File: src/rtl/mp_mem_arbiter.sv
// mp_mem_arbiter: four-core round-robin arbiter that shares the single request
// port of the shared memory between all cores.
//
// Supports locked bursts: a core that asserts c_lock keeps the port for up to
// MAX_BURST consecutive accepts. The core ID of every accepted request is kept
// in an in-order FIFO, so each memory response is routed back to its issuer.
//
// Ports
//   clk, rst               clock (rising edge), asynchronous active-high reset
//   c_req/c_lock/c_we      per-core request, burst lock, write enable
//   c_addr/c_wdata         per-core address / write data, core i at [i*W +: W]
//   c_gnt                  one-hot: request of core i accepted this cycle
//   c_rvalid/c_rdata       one-hot response strobe / response data
//   m_req/m_gnt            memory request / memory accept
//   m_we/m_addr/m_wdata    request fields of the selected core (0 when idle)
//   m_core_id              ID of the selected core
//   m_rvalid/m_rdata       memory response strobe / data
//   busy                   outstanding-ID FIFO not empty
//   err_unexp              sticky: response arrived with no request outstanding
module mp_mem_arbiter #(
  parameter int unsigned NCORE     = 4,
  parameter int unsigned AW        = 11,
  parameter int unsigned DW        = 8,
  parameter int unsigned MAX_BURST = 4,
  parameter int unsigned ID_DEPTH  = 4
) (
  input  logic                     clk,
  input  logic                     rst,
  input  logic [NCORE-1:0]         c_req,
  input  logic [NCORE-1:0]         c_lock,
  input  logic [NCORE-1:0]         c_we,
  input  logic [NCORE*AW-1:0]      c_addr,
  input  logic [NCORE*DW-1:0]      c_wdata,
  output logic [NCORE-1:0]         c_gnt,
  output logic [NCORE-1:0]         c_rvalid,
  output logic [DW-1:0]            c_rdata,
  output logic                     m_req,
  input  logic                     m_gnt,
  output logic                     m_we,
  output logic [AW-1:0]            m_addr,
  output logic [DW-1:0]            m_wdata,
  output logic [$clog2(NCORE)-1:0] m_core_id,
  input  logic                     m_rvalid,
  input  logic [DW-1:0]            m_rdata,
  output logic                     busy,
  output logic                     err_unexp
);

  localparam int unsigned IW = $clog2(NCORE);
  localparam int unsigned PW = $clog2(ID_DEPTH);
  localparam int unsigned CW = $clog2(ID_DEPTH + 1);
  localparam int unsigned BW = $clog2(MAX_BURST + 1);

  localparam logic [0:0] ST_ARB    = 1'b0;
  localparam logic [0:0] ST_LOCKED = 1'b1;

  logic [0:0]    state_q, state_d;
  logic [IW-1:0] rr_ptr_q, rr_ptr_d;
  logic [IW-1:0] owner_q, owner_d;
  logic [BW-1:0] beat_cnt_q, beat_cnt_d;

  logic [IW-1:0] id_mem [ID_DEPTH];
  logic [PW-1:0] wr_ptr_q, rd_ptr_q;
  logic [CW-1:0] count_q;
  logic          err_q;

  logic [IW-1:0] arb_sel, idx, sel, head;
  logic          arb_found, eligible;
  logic          fifo_full, fifo_empty;
  logic          req_int, accept, pop;
  logic          sel_we;
  logic [AW-1:0] sel_addr;
  logic [DW-1:0] sel_wdata;

  function automatic logic [IW-1:0] next_id(input logic [IW-1:0] id);
    return (int'(id) == NCORE - 1) ? '0 : id + 1'b1;
  endfunction

  // Round-robin search starting at rr_ptr
  always_comb begin
    arb_sel   = '0;
    arb_found = 1'b0;
    idx       = '0;
    for (int k = 0; k < NCORE; k++) begin
      idx = IW'((int'(rr_ptr_q) + k) % NCORE);
      if (!arb_found && c_req[idx]) begin
        arb_found = 1'b1;
        arb_sel   = idx;
      end
    end
  end

  assign sel        = (state_q == ST_LOCKED) ? owner_q : arb_sel;
  assign eligible   = (state_q == ST_LOCKED) ? c_req[owner_q] : arb_found;
  assign fifo_full  = (count_q == CW'(ID_DEPTH));
  assign fifo_empty = (count_q == '0);
  assign head       = id_mem[rd_ptr_q];

  // A full FIFO blocks the request even if a pop happens this cycle
  assign req_int = !rst && eligible && !fifo_full;
  assign accept  = req_int && m_gnt;
  assign pop     = !rst && m_rvalid && !fifo_empty;

  always_comb begin
    sel_we    = 1'b0;
    sel_addr  = '0;
    sel_wdata = '0;
    for (int i = 0; i < NCORE; i++) begin
      if (IW'(i) == sel) begin
        sel_we    = c_we[i];
        sel_addr  = c_addr[i*AW +: AW];
        sel_wdata = c_wdata[i*DW +: DW];
      end
    end
  end

  assign m_req     = req_int;
  assign m_we      = req_int && sel_we;
  assign m_addr    = req_int ? sel_addr : '0;
  assign m_wdata   = req_int ? sel_wdata : '0;
  assign m_core_id = req_int ? sel : '0;
  assign c_gnt     = accept ? (NCORE'(1) << sel) : '0;
  assign c_rvalid  = pop ? (NCORE'(1) << head) : '0;
  assign c_rdata   = pop ? m_rdata : '0;
  assign busy      = !rst && !fifo_empty;
  assign err_unexp = err_q;

  always_comb begin
    state_d    = state_q;
    rr_ptr_d   = rr_ptr_q;
    owner_d    = owner_q;
    beat_cnt_d = beat_cnt_q;
    case (state_q)
      ST_ARB: begin
        if (accept) begin
          if (c_lock[sel] && MAX_BURST > 1) begin
            state_d    = ST_LOCKED;
            owner_d    = sel;
            beat_cnt_d = BW'(1);
          end else begin
            rr_ptr_d = next_id(sel);
          end
        end
      end
      ST_LOCKED: begin
        if (!c_req[owner_q]) begin
          // Owner went away: release without granting this cycle
          state_d    = ST_ARB;
          rr_ptr_d   = next_id(owner_q);
          beat_cnt_d = '0;
        end else if (accept) begin
          if (!c_lock[owner_q] || beat_cnt_q == BW'(MAX_BURST - 1)) begin
            state_d    = ST_ARB;
            rr_ptr_d   = next_id(owner_q);
            beat_cnt_d = '0;
          end else begin
            beat_cnt_d = beat_cnt_q + 1'b1;
          end
        end
      end
      default: state_d = ST_ARB;
    endcase
  end

  always_ff @(posedge clk or posedge rst) begin
    if (rst) begin
      state_q    <= ST_ARB;
      rr_ptr_q   <= '0;
      owner_q    <= '0;
      beat_cnt_q <= '0;
    end else begin
      state_q    <= state_d;
      rr_ptr_q   <= rr_ptr_d;
      owner_q    <= owner_d;
      beat_cnt_q <= beat_cnt_d;
    end
  end

  always_ff @(posedge clk or posedge rst) begin
    if (rst) begin
      wr_ptr_q <= '0;
      rd_ptr_q <= '0;
      count_q  <= '0;
      err_q    <= 1'b0;
    end else begin
      if (accept) wr_ptr_q <= wr_ptr_q + 1'b1;
      if (pop)    rd_ptr_q <= rd_ptr_q + 1'b1;
      if (accept && !pop)      count_q <= count_q + 1'b1;
      else if (pop && !accept) count_q <= count_q - 1'b1;
      if (m_rvalid && fifo_empty) err_q <= 1'b1;
    end
  end

  // Storage only; validity is tracked by the pointers and count
  always_ff @(posedge clk) begin
    if (accept) id_mem[wr_ptr_q] <= sel;
  end

endmodule

File: config.mk
export PLATFORM = sky130hd
export DESIGN_NAME = mp_mem_arbiter
export DESIGN_NICKNAME = d
export VERILOG_FILES = /design/src/rtl/mp_mem_arbiter.sv
export SDC_FILE = /design/constraint.sdc
export NUM_CORES = 1
export LEC_CHECK = 0
export ABC_AREA = 0
export ABC_CLOCK_PERIOD_IN_PS = 4440
export CORE_MARGIN = 1
export CORE_UTILIZATION = 39
export CTS_CLUSTER_SIZE = 16
export DETAILED_ROUTE_END_ITERATION = 8
export GPL_TIMING_DRIVEN = 1
export PLACE_DENSITY_LB_ADDON = 0.25
export SYNTH_ARGS = -nofsm -noshare
export SYNTH_HDL_FRONTEND = slang
export SYNTH_SLANG_ARGS = --single-unit
File: constraint.sdc
create_clock -name clk -period 4.44 [get_ports clk]
set_input_delay 0.888 -clock clk [delete_from_list [all_inputs] [get_ports clk]]
set_output_delay 0.888 -clock clk [all_outputs]
set_load 0.01 [all_outputs]
==> results of run 1 <==
sequential cells by signal (all words and copies together), names as in the netlist:
register,count
wr_ptr_q,2
id_mem,8
state_q,1
rr_ptr_q,2
err_unexp,1
rd_ptr_q,2
count_q,3
owner_q,2
beat_cnt_q,3
kinds of logic (layout without fill, tap and decap cells):
group,count (synthesis),after routing,share of synthesized area (%)
and+or+nand+nor,148,148,31.6
buffers and inverters,32,181,5.14
xor gates and xnor gates,6,6,2.20
AOI/OAI and AO/OA,81,81,21.5
adders and majority gates,13,13,7.13
muxes,8,8,5.61
DFF,24,24,26.8
cell type report:
cell class,count,area (um2)
Fill cell,480,1760
Multi-Input combinational cell,256,1670
Timing Repair Buffer,165,1640
Sequential cell,24,641
Tap cell,75,93.8
Inverter,12,45.0
Clock buffer,3,41.3
Clock inverter,1,30.0
worst max path at each step:
| stage | startpoint | end | depth (start not counted) |
|---|---|---|---|
| floorplan | c_req[2] | m_addr[1] | 12 |
| global placement | c_req[2] | m_addr[9] | 14 |
| detailed placement | c_req[2] | m_addr[0] | 13 |
| CTS | c_req[2] | m_wdata[5] | 13 |
| global route | c_req[1] | m_addr[0] | 14 |
| finish | c_req[1] | m_addr[10] | 12 |
cell usage in the layout, fill, tap and decap left out, types with 2 or more instances in the layout:
| cell | netlist | final |
|---|---|---|
| clkdlybuf4s50_1 | 0 | 117 |
| a21oi_1 | 55 | 55 |
| nor2_1 | 52 | 52 |
| nand2_1 | 30 | 30 |
| buf_4 | 0 | 20 |
| dlygate4sd2_1 | 0 | 19 |
| nand3b_1 | 18 | 18 |
| dfrtp_1 | 16 | 16 |
| nor3_1 | 10 | 10 |
| inv_1 | 10 | 10 |
| ha_1 | 12 | 10 |
| and2_1 | 9 | 9 |
| and3_1 | 9 | 9 |
| edfxtp_1 | 8 | 8 |
| nor2b_1 | 9 | 6 |
| mux4_2 | 4 | 4 |
| nand2b_1 | 4 | 4 |
| xnor2_1 | 4 | 4 |
| dlymetal6s2s_1 | 0 | 4 |
| a211oi_1 | 3 | 3 |
| o21a_1 | 3 | 3 |
| a221oi_2 | 0 | 3 |
| clkbuf_8 | 0 | 3 |
| buf_12 | 0 | 3 |
| nor3b_1 | 2 | 2 |
| inv_2 | 2 | 2 |
| o21ai_1 | 2 | 2 |
| nor2b_2 | 0 | 2 |
| a31oi_1 | 2 | 2 |
| mux2_1 | 2 | 2 |
| o21ai_0 | 2 | 2 |
| xor2_1 | 2 | 2 |
| ha_2 | 0 | 2 |
metal layers:
| metal | GRT usage [%] | wire length [um] | vias to the layer above |
|---|---|---|---|
| li1 | - | - | 1393 |
| met1 | 26.5 | 2950 | 1319 |
| met2 | 45.9 | 4090 | 130 |
| met3 | 4.43 | 556 | 13 |
| met4 | 7.50 | 104 | 0 |
| met5 | 0 | 0 | - |
worst register-to-register path: stages, from the launching register on:
cell and delay [ns]:
dfrtp_1 0.59, nor3_1 0.08, a211oi_1 0.46, nand3_2 0.15
inv_2 0.21, ha_1 0.23, inv_1 0.06, fa_1 0.39
xor2_1 0.18, nor2_1 0.14, xor2_1 0.16
per-stage QoR:
step / utilization [%] / setup WS, ns / instances / hold slack [ns]
after floorplan: - / 0.553 / 312 / 0.456
after global placement: 67.8 / -0.133 / 530 / 0.439
after detailed placement: 67.8 / -0.207 / 530 / 0.451
after CTS: 69.4 / -0.121 / 535 / 0.471
after global routing: 70.4 / -0.0234 / 536 / 0.505
final: 70.4 / 0.105 / 536 / 0.465
repair_timing:
action                                 4_1_cts  5_1_grt
buffers inserted                             0        1
pin swaps                                    2        4
resized for setup                           24       10
gates cloned                                 1        0
endpoints found under the hold margin        0        0
setup endpoints to repair                   21       21
report_power, final:
| group | leakage [nW] | internal [mW] | switching [mW] | total (mW) |
|---|---|---|---|---|
| clock network | 0.0357 | 0.121 | 0.0741 | 0.195 |
| registers | 0.259 | 0.322 | 0.0958 | 0.418 |
| logic | 1.48 | 0.825 | 0.818 | 1.64 |
| total | 1.77 | 1.27 | 0.988 | 2.26 |
==> summary.txt, run 1 <==
Root Driver: clkbuf_8
Clk sinks: 24
Hold_buf cts: 0
Max rail drop VDD: 0.255 mV
Top post-synthesis cells by count: 55 x a21oi_1, 52 x nor2_1, 30 x nand2_1
Layout cells sized above 1: 11.3%
Min cycle time layout: 4.33 ns
Worst Setup Start Kind: input pin
Setup slack, reg-to-reg: 1.72 ns
Final Hold Viols: 0
Die X: 80.2 um
Cell area after layout: 0.00417 mm2
Max Slew Vio Count: 0
Reg-to-reg endpoint: count_q[2]
R2R Path Start: state_q
Initial Utilization: 40.3%
Ys flop type: dfrtp_1
Syn Inst Count: 312
Max cap viols: 0
Number of global-route vias before repair: 2,643
CTS tree: yes
Sequential area share after synthesis: 26.8%
Hold Crit Class: reg -> reg
Max transition margin: 56.2%
Crit-path cells: clkdlybuf4s50_1 -> buf_4 -> nor2_1 -> o41ai_4 -> ha_2 -> bufbuf_16 -> nor2b_2 -> a221oi_2 -> nor3_1 -> a21oi_1 -> nor2_1 -> dlygate4sd2_1
Synth Area per Inst: 7.65 um2
Hold path depth: 1
# nets final: 575
FF+latch count, synth: 24
Die ar.: 0.00644 mm2
Post-route DRC: 0
Chip height: 80.2 um
Final setup TNS: 0 ns
Gr usage total: 24.0%
# rows: 28
WL per Instance: 14.4 um
CP delay by family, top: buffers and inverters
Crit-path slowest cell: clkdlybuf4s50_1
Synthesis-to-finish area growth: 74.5%
GRT Residual Overflow: 0
Area after DPL: 0.00402 mm2
Initial antenna violation count: 0
Signal arrival time at the worst endpoint: 3.45 ns
Hold Path Sink: err_unexp
Crit. End Element: output port
RSZ-0062 raised after global routing: yes
Highest Clock Rate: 231 MHz
Synthesized cell area: 0.00239 mm2
Iteration-0 DRC Markers: 207
Worst path required time: 3.55 ns
Worst Hold Launch: err_unexp
DP Wirelength: 6050 um
Main area contributors after synthesis: dfrtp_1 17%, a21oi_1 12%, edfxtp_1 10%
Pre-antenna DRT Iters: 4
CTS Buf Count: 3
Setup Skew: 0.00156 ns
Port Buf Inserts: 140
First-pass GRT wire length: 12,000 um
Crit Path Class: in -> out
Core Region: 0.00592 mm2
Top-area cell type share of the netlist area: 16.8%
Ant diodes: 0
Total power: 2.26 mW
I/O pin count: 141
Post-Syn Nets: 425
Via density: 5.33
Ys async rst share: 66.7%
P per Cell Area: 542 mW/mm2
Max incr delay on CP: 0.50 ns
Vias: 2,855
WP buf/inv: 4
Clk slew on worst S/H paths: 0.09 ns
Final Cycle Share: 97.6%
Number of flops mapped to enable cells by yosys: 8
Final setup vio count: 0
Synth warn: 0
Status: finished clean
Post-synth cell types: 46
Routed WL: 7710 um
Largest net degree at the start of global routing: 38
ANT nets after route: 0
Top cell type by total area after synthesis: dfrtp_1
RD Place Congestion: 0.854
Worst-Margin Slew: 0.657 ns
CP dominant cell by count: nor2_1
Clock latency on the worst-skew pair: 0.27 ns
Most numerous cell in the Yosys netlist: a21oi_1
Max Fanout on Critical Path: 18
H-tree depth: 1
Leak: 1.77 nW
Worst Reg-to-Reg Cells: 10
Clock Path Buffers: 2
Power figures use the tool's default switching activity.
==> run 2, diff against run 1 <==
Settings changed: SKIP_LAST_GASP set to 1, SLEW_MARGIN set to 20.
==> run 2 against run 1 <==
- the run now ends with setup timing left
- clock power about the same
- combinational power about the same
- clock skew rose by 0.0027 ns
- via count is 1.7% lower
- count of clock-buffer cells in the layout unchanged
- largest power group unchanged
==> summary.txt, run 2 (synthesis results as in run 1) <==
Status: finished, violations left (was finished clean)
Failing checks: setup timing
Max cap viols: 0 (unchanged)
Gr usage total: 24.0% (unchanged)
ANT nets after route: 0 (unchanged)
Final Cycle Share: 101% (was 97.6%)
I/O pin count: 141 (unchanged)
Worst path required time: 3.55 ns (about the same)
Chip height: 80.2 um (unchanged)
Area after DPL: 0.00402 mm2 (unchanged)
Crit-path cells: clkdlybuf4s50_1 -> nor2b_1 -> o21a_1 -> o41ai_4 -> ha_2 -> buf_12 -> buf_4 -> nand2_1 -> a21oi_1 -> a21oi_1 -> nor2_1 -> a21oi_1 -> nor2_1 -> clkdlybuf4s50_1 (was clkdlybuf4s50_1 -> buf_4 -> nor2_1 -> o41ai_4 -> ha_2 -> bufbuf_16 -> nor2b_2 -> a221oi_2 -> nor3_1 -> a21oi_1 -> nor2_1 -> dlygate4sd2_1)
Utilization after layout: 69.8% (was 70.4%)
Routed WL: 7590 um (was 7710 um)
Total power: 2.24 mW (was 2.26 mW)
CP delay by family, top: buffers and inverters (unchanged)
Hold WS: 0.467 ns (was 0.465 ns)
Final Hold Viols: 0 (unchanged)
Largest net degree at the start of global routing: 38 (unchanged)
Clock latency on the worst-skew pair: 0.27 ns (about the same)
Worst-Margin Slew: 0.660 ns (was 0.657 ns)
Min cycle time layout: 4.48 ns (was 4.33 ns)
Crit. End Element: output port (unchanged)
H-tree depth: 1 (unchanged)
Synthesis-to-finish area growth: 73.0% (was 74.5%)
Crit-path slowest cell: clkdlybuf4s50_1 (unchanged)
Hold_buf cts: 0 (unchanged)
RSZ-0062 raised after global routing: yes (unchanged)
Final worst setup slack: -0.0406 ns (was 0.105 ns)
DP Wirelength: 6050 um (unchanged)
Max Fanout on Critical Path: 19 (was 18)
Max transition margin: 55.9% (was 56.2%)
Root Driver: clkbuf_8 (unchanged)
Final setup vio count: 4 (was 0)
WP buf/inv: 4 (unchanged)
Vias: 2,806 (was 2,855)
Met3 Use GR: 4.43% (unchanged)
WL per Instance: 14.2 um (was 14.4 um)
Initial antenna violation count: 0 (unchanged)
Seq pwr share: 18.6% (was 18.5%)
Combinational group share of total power: 72.6% (was 72.8%)
Die ar.: 0.00644 mm2 (unchanged)
GRT met1 Usage: 26.5% (unchanged)
Worst Setup Start Kind: input pin (unchanged)
Net Sw Frac: 43.5% (was 43.8%)
Ant diodes: 0 (unchanged)
Internal Power: 1.27 mW (about the same)
CTS tree: yes (unchanged)
Post-route DRC: 0 (unchanged)
Port Buf Inserts: 140 (unchanged)
GR peak layer: met2 (unchanged)
Hold Crit Class: reg -> reg (unchanged)
Pre-antenna DRT Iters: 4 (unchanged)
Clk slew on worst S/H paths: 0.09 ns (about the same)
Max FFs per register: 8 (unchanged)
Biggest regs: id_mem x8, beat_cnt_q x3, count_q x3 (unchanged)
Leak: 1.72 nW (was 1.77 nW)
Initial Utilization: 40.3% (unchanged)
First-pass GRT wire length: 12,000 um (unchanged)
Most frequent cells in the layout: 122 x clkdlybuf4s50_1, 54 x a21oi_1, 52 x nor2_1 (was 117 x clkdlybuf4s50_1, 55 x a21oi_1, 52 x nor2_1)
Via density: 5.24 (was 5.33)
GR met2 Demand/Resource: 45.9% (unchanged)
Setup Skew: 0.00431 ns (was 0.00156 ns)
CP dominant cell by count: a21oi_1 (was nor2_1)
# rows: 28 (unchanged)
Most common cell after layout, fill and taps aside: clkdlybuf4s50_1 (unchanged)
Sw power: 0.976 mW (was 0.988 mW)
Number of global-route vias before repair: 2,643 (unchanged)
Core Region: 0.00592 mm2 (unchanged)
Die X: 80.2 um (unchanged)
Reg with most FFs: id_mem (unchanged)
Max rail drop VDD: 0.234 mV (was 0.255 mV)
Clock Path Buffers: 2 (unchanged)
Layout cells sized above 1: 10.9% (was 11.3%)
Max Slew Vio Count: 0 (unchanged)
GRT Residual Overflow: 0 (unchanged)
Cell area after layout: 0.00413 mm2 (was 0.00417 mm2)
# nets final: 574 (was 575)
Clock Power Share: 8.8% (was 8.6%)
Final setup TNS: -0.122 ns (was 0 ns)
Signal arrival time at the worst endpoint: 3.59 ns (was 3.45 ns)
Iteration-0 DRC Markers: 170 (was 207)
RD Place Congestion: 0.854 (unchanged)
P per Cell Area: 543 mW/mm2 (was 542 mW/mm2)
Max incr delay on CP: 0.53 ns (was 0.50 ns)
Crit Path Class: in -> out (unchanged)
CTS Buf Count: 3 (unchanged)
Clk sinks: 24 (unchanged)
Highest Clock Rate: 223 MHz (was 231 MHz)
[run 2: area by class of cell]
cell class                      instances  area [um2]
Fill cell                             484        1790
Timing Repair Buffer                  164        1630
Clock inverter                          1        30.0
Multi-Input combinational cell        256        1650
Inverter                               12        45.0
Sequential cell                        24         641
Clock buffer                            3        41.3
Tap cell                               75        93.8
[run 2: path summary, 6_finish.rpt]
check,startpoint,endpoint,slack [ns],cells past startpoint
max reg2reg,state_q,count_q[2],1.73,10
max in group asynchronous,rst,wr_ptr_q[1],2.94,2
max,c_req[3],m_addr[9],-0.04,14
min in group asynchronous,rst,rr_ptr_q[0],1.07,2
min reg2reg,err_unexp,err_unexp,0.47,1
min,err_unexp,err_unexp,0.47,1
[run 2: repair_timing]
item                                    4_1_cts  5_1_grt
gates resized for setup                      21        5
pin swaps                                     2        2
buffers inserted                              0        0
gates cloned                                  1        0
endpoints found under the setup margin       21       21
[run 2: power by group through the flow]
| stage | combinational, mW | clock [mW] | sequential (mW) |
|---|---|---|---|
| 2_1_floorplan | 0.976 | 0 | 0.391 |
| 3_3_place_gp | 1.58 | 0 | 0.414 |
| 3_5_place_dp | 1.61 | 0 | 0.419 |
| 4_1_cts | 1.62 | 0.197 | 0.416 |
| 5_1_grt | 1.80 | 0.207 | 0.431 |
| 6_report | 1.63 | 0.197 | 0.416 |
[run 2: per-layer routing]
metal | vias to the layer above | part of all wire [%]
li1 | 1387 | -
met1 | 1299 | 40
met2 | 109 | 52
met3 | 11 | 6.5
met4 | 0 | 1.4
met5 | - | 0
[run 2: stage by stage]
stage               instances  setup slack [ns]
floorplan                 312             0.553
global placement          530            -0.133
detailed placement        530            -0.207
CTS                       535            -0.146
global route              535            -0.197
finish                    535           -0.0406
==> run 3, diff against run 2 <==
Settings changed: CORE_ASPECT_RATIO set to 1.5.
==> run 3 against run 2 <==
- via count grew 1.0%
- wire length rose by 3.6%
- count of clock-buffer cells in the layout is the same
- die area is essentially flat
- final cell count down 0.56%
- the flow now finishes without violations
==> summary.txt, run 3 (synthesis results as in run 1) <==
WL per Instance: 14.8 um (was 14.2 um)
CP delay by family, top: buffers and inverters (unchanged)
Most frequent cells in the layout: 116 x clkdlybuf4s50_1, 55 x a21oi_1, 52 x nor2_1 (was 122 x clkdlybuf4s50_1, 54 x a21oi_1, 52 x nor2_1)
Via density: 5.33 (was 5.24)
Worst-Margin Slew: 0.683 ns (was 0.660 ns)
CTS tree: yes (unchanged)
Largest net degree at the start of global routing: 26 (was 38)
Max rail drop VDD: 0.330 mV (was 0.234 mV)
Pre-antenna DRT Iters: 4 (unchanged)
GRT Residual Overflow: 0 (unchanged)
Worst path required time: 3.55 ns (about the same)
Utilization after layout: 71.1% (was 69.8%)
Signal arrival time at the worst endpoint: 3.37 ns (was 3.59 ns)
Layout cells sized above 1: 11.1% (was 10.9%)
Ant diodes: 0 (unchanged)
Number of global-route vias before repair: 2,828 (was 2,643)
Max transition margin: 54.4% (was 55.9%)
Leak: 1.77 nW (was 1.72 nW)
Pre-CTS WS: -0.180 ns (was -0.207 ns)
Reg with most FFs: id_mem (unchanged)
Final setup vio count: 0 (was 4)
Max FFs per register: 8 (unchanged)
RSZ-0062 raised after global routing: no (was yes)
Iteration-0 DRC Markers: 127 (was 170)
I/O pin count: 141 (unchanged)
Status: finished clean (was finished, violations left)
Final setup TNS: 0 ns (was -0.122 ns)
Clock latency on the worst-skew pair: 0.27 ns (about the same)
Die ar.: 0.00644 mm2 (about the same)
Final Cycle Share: 95.9% (was 101%)
Core Region: 0.00587 mm2 (was 0.00592 mm2)
Synthesis-to-finish area growth: 74.7% (was 73.0%)
First-pass GRT wire length: 12,400 um (was 12,000 um)
Routed WL: 7870 um (was 7590 um)
Min cycle time layout: 4.26 ns (was 4.48 ns)
DP Wirelength: 6260 um (was 6050 um)
Crit Path Class: in -> out (unchanged)
# rows: 34 (was 28)
Max incr delay on CP: 0.54 ns (was 0.53 ns)
Initial antenna violation count: 0 (unchanged)
Clk slew on worst S/H paths: 0.09 ns (about the same)
Highest Clock Rate: 235 MHz (was 223 MHz)
CTS Buf Count: 3 (unchanged)
Chip height: 97.8 um (was 80.2 um)
Fin cells: 532 (was 535)
Die X: 65.9 um (was 80.2 um)
Clk sinks: 24 (unchanged)
Placed cell count: 526 (was 530)
Crit. End Element: output port (unchanged)
P per Cell Area: 540 mW/mm2 (was 543 mW/mm2)
WP buf/inv: 6 (was 4)
Final Hold Viols: 0 (unchanged)
Gr usage total: 24.5% (was 24.0%)
ANT nets after route: 0 (unchanged)
Setup Skew: 0.00461 ns (was 0.00431 ns)
Crit-path cells: dlygate4sd2_1 -> nor2b_4 -> buf_4 -> o21a_1 -> o41ai_4 -> buf_4 -> ha_1 -> buf_12 -> buf_12 -> and2_1 -> clkdlybuf4s50_1 (was clkdlybuf4s50_1 -> nor2b_1 -> o21a_1 -> o41ai_4 -> ha_2 -> buf_12 -> buf_4 -> nand2_1 -> a21oi_1 -> a21oi_1 -> nor2_1 -> a21oi_1 -> nor2_1 -> clkdlybuf4s50_1)
H-tree depth: 1 (unchanged)
Max Fanout on Critical Path: 16 (was 19)
Most common cell after layout, fill and taps aside: clkdlybuf4s50_1 (unchanged)
Final worst setup slack: 0.183 ns (was -0.0406 ns)
RD Place Congestion: 0.872 (was 0.854)
Area after DPL: 0.00402 mm2 (about the same)
Post-route DRC: 0 (unchanged)
Cell area after layout: 0.00417 mm2 (was 0.00413 mm2)
Hold Crit Class: reg -> reg (unchanged)
Worst Setup Start Kind: input pin (unchanged)
# nets final: 574 (unchanged)
Max cap viols: 0 (unchanged)
Vias: 2,834 (was 2,806)
Port Buf Inserts: 140 (unchanged)
Root Driver: clkbuf_8 (unchanged)
Crit-path slowest cell: clkdlybuf4s50_1 (unchanged)
Biggest regs: id_mem x8, beat_cnt_q x3, count_q x3 (unchanged)
Clock Path Buffers: 2 (unchanged)
Max Slew Vio Count: 0 (unchanged)
Initial Utilization: 40.7% (was 40.3%)
run 3: layout make-up:
type,count,area [um2]
multi-input cells,256,1690
clock inverters,1,30.0
repair buffers,164,1640
flip-flops and latches,24,641
clock buffers,3,41.3
fillers,478,1700
well taps,72,90.1
inverters,12,45.0
run 3: metal layers:
metal	wire, um	part of all wire [%]	track usage, %
met2	4180	53	46.2
met3	635	8.1	5.14
met1	2880	37	25.8
met4	167	2.1	8.19
met5	0	0	0
run 3: worst paths after layout:
path	startpoint	end	slack [ns]	cells past startpoint
max	c_req[1]	c_gnt[3]	0.18	11
min	err_unexp	err_unexp	0.47	1
max reg2reg	owner_q[0]	count_q[1]	1.47	9
min reg2reg	err_unexp	err_unexp	0.47	1
max in group asynchronous	rst	wr_ptr_q[0]	2.90	2
min in group asynchronous	rst	state_q	1.10	2
run 3: through the flow:
step / power (mW) / hold WS (ns)
after floorplan: 1.37 / 0.456
after global placement: 1.99 / 0.440
after detailed placement: 2.03 / 0.443
after CTS: 2.19 / 0.464
after global routing: 2.45 / 0.492
final: 2.25 / 0.465
run 3: where the power goes:
part           internal [mW]  switching, mW
Clock                  0.121         0.0746
Combinational          0.816          0.825
Sequential             0.322         0.0926
run 3: repair_timing:
item / CTS / global route
resized for setup: 23 / 15
setup buffers: 1 / 0
cloned: 0 / 1
pin swaps: 1 / 3
setup endpoints to repair: 21 / 17
hold buffers: 0 / 0
==> patch (flow settings as in run 2) <==
Make the reset (`rst`) synchronous in 2 clocked blocks. Comments in the files are not updated.
--- a/src/rtl/mp_mem_arbiter.sv
+++ b/src/rtl/mp_mem_arbiter.sv
@@ -163,5 +163,5 @@
   end
 
-  always_ff @(posedge clk or posedge rst) begin
+  always_ff @(posedge clk) begin
     if (rst) begin
       state_q    <= ST_ARB;
@@ -177,5 +177,5 @@
   end
 
-  always_ff @(posedge clk or posedge rst) begin
+  always_ff @(posedge clk) begin
     if (rst) begin
       wr_ptr_q <= '0;
Behaviour: differs if rst is asserted again (counterexample within 4 cycles, from zero or initial values and one cycle with rst high); with rst held inactive, the same outputs for 4 cycles.
==> patch against run 2 <==
Sequential cell count increased by 2; worst setup slack better by 0.13 ns; combinational power is 40% lower; routed wire length grew 9.9%; final area grew 5.5%; total power fell by 33%; non-clock buffer count grew 6; area after synthesis up 5.3%; critical path type unchanged; critical endpoint is now m_addr[4]; largest cell class unchanged.
==> patch: results (changes against run 2) <==
share of layout cells above drive strength 1: 0.134 (+0.0249)
M1 WL: 3.40 mm (+13%)
ClkCell Share: 0.0164 (-0.000902)
Fill cells: 495 (+2.3%)
Leak Pwr: 1.84 nW (+7.4%)
P_int: 911 uW (-28%)
Seq. cell area: 601 um^2 (-6.2%)
HPWL after DPL: 6.51 mm (+7.6%)
Non-clk bufs: 170 (+3.7%)
wire length on met2: 3.95 mm (-0.68%)
fraction of area in non-clock buffers: 0.393 (-0.00257)
Post-Synth XOR/XNOR Area: 0.0174 (-0.00460)
post-DR wirelength/cell: 14.7 um (+3.3%)
status: finished clean
dpl cell area: 4160 um^2 (+3.6%)
dpl ws: -0.214 ns (-0.00738 ns)
ys async rst share: 0 (-0.667)
grt met3 use: 0.0527 (+0.00843)
Multi-input gate area: 1820 um^2 (+11%)
vias per cell: 5.29 (+0.79%)
combinational share of power: 0.654 (-0.072)
Cells after Synth: 344 (+10%)
post-cts resize count: 23 (+9.5%)
top-area cell type share of the netlist area: 0.143 (-0.0244)
crit-path max cell delay: 0.43 ns (-0.10 ns)
placed cell count: 559 (+5.5%)
dominant synthesized flop cell: dfxtp_1
clk_skew: 0.00126 ns (-0.00304 ns)
Multi-In Gates: 279 (+9.0%)
post-synthesis sequential area ratio: 0.239 (-0.0295)
1st-iter DRT viols: 110 (-35%)
nets: 608 (+5.9%)
post-synthesis mux area share: 0.135 (+0.0792)
vias in the first global route: 2728 (+3.2%)
GR Util met1: 0.295 (+0.0300)
largest cells by area after synthesis: dfxtp_1 14%, mux2i_1 10%, edfxtp_1 9.6%
via count: 3008 (+7.2%)
seq pwr: 322 uW (-23%)
Logic power comb: 979 uW (-40%)
syn_nets: 457 (+7.5%)
inverter count: 15 (+3)
Synth Area in Compound Gates: 0.193 (-0.0229)
## patch: cell count changes in the layout (fill, tap and decap cells not counted), moves of 16 or more
cell	run 2	this run
dfrtp_1	16	0
nand2_1	30	51
nand3b_1	18	1
dfxtp_1	0	18
a21oi_1	54	27
mux2i_1	1	25
o21ai_0	2	23
## patch: worst paths after layout
| check | startpoint | endpoint | slack, ns | depth (start not counted) |
|---|---|---|---|---|
| worst max-delay path | c_req[2] | m_addr[4] | 0.09 | 15 |
| worst min-delay path | err_unexp$_SDFFE_PP0P_ | err_unexp$_SDFFE_PP0P_ | 0.47 | 2 |
| worst min register to register | err_unexp$_SDFFE_PP0P_ | err_unexp$_SDFFE_PP0P_ | 0.47 | 2 |
| worst max register to register | state_q$_SDFF_PP0_ | count_q[2]$_SDFFE_PP0P_ | 1.43 | 12 |
## patch: critical path, delay by kind of cell
kind | cells | cell delay, ns
mux | 1 | 0.13
simple gates | 5 | 0.42
buf+inv | 4 | 1.03
fa+ha+maj | 1 | 0.17
compound gates | 4 | 0.81
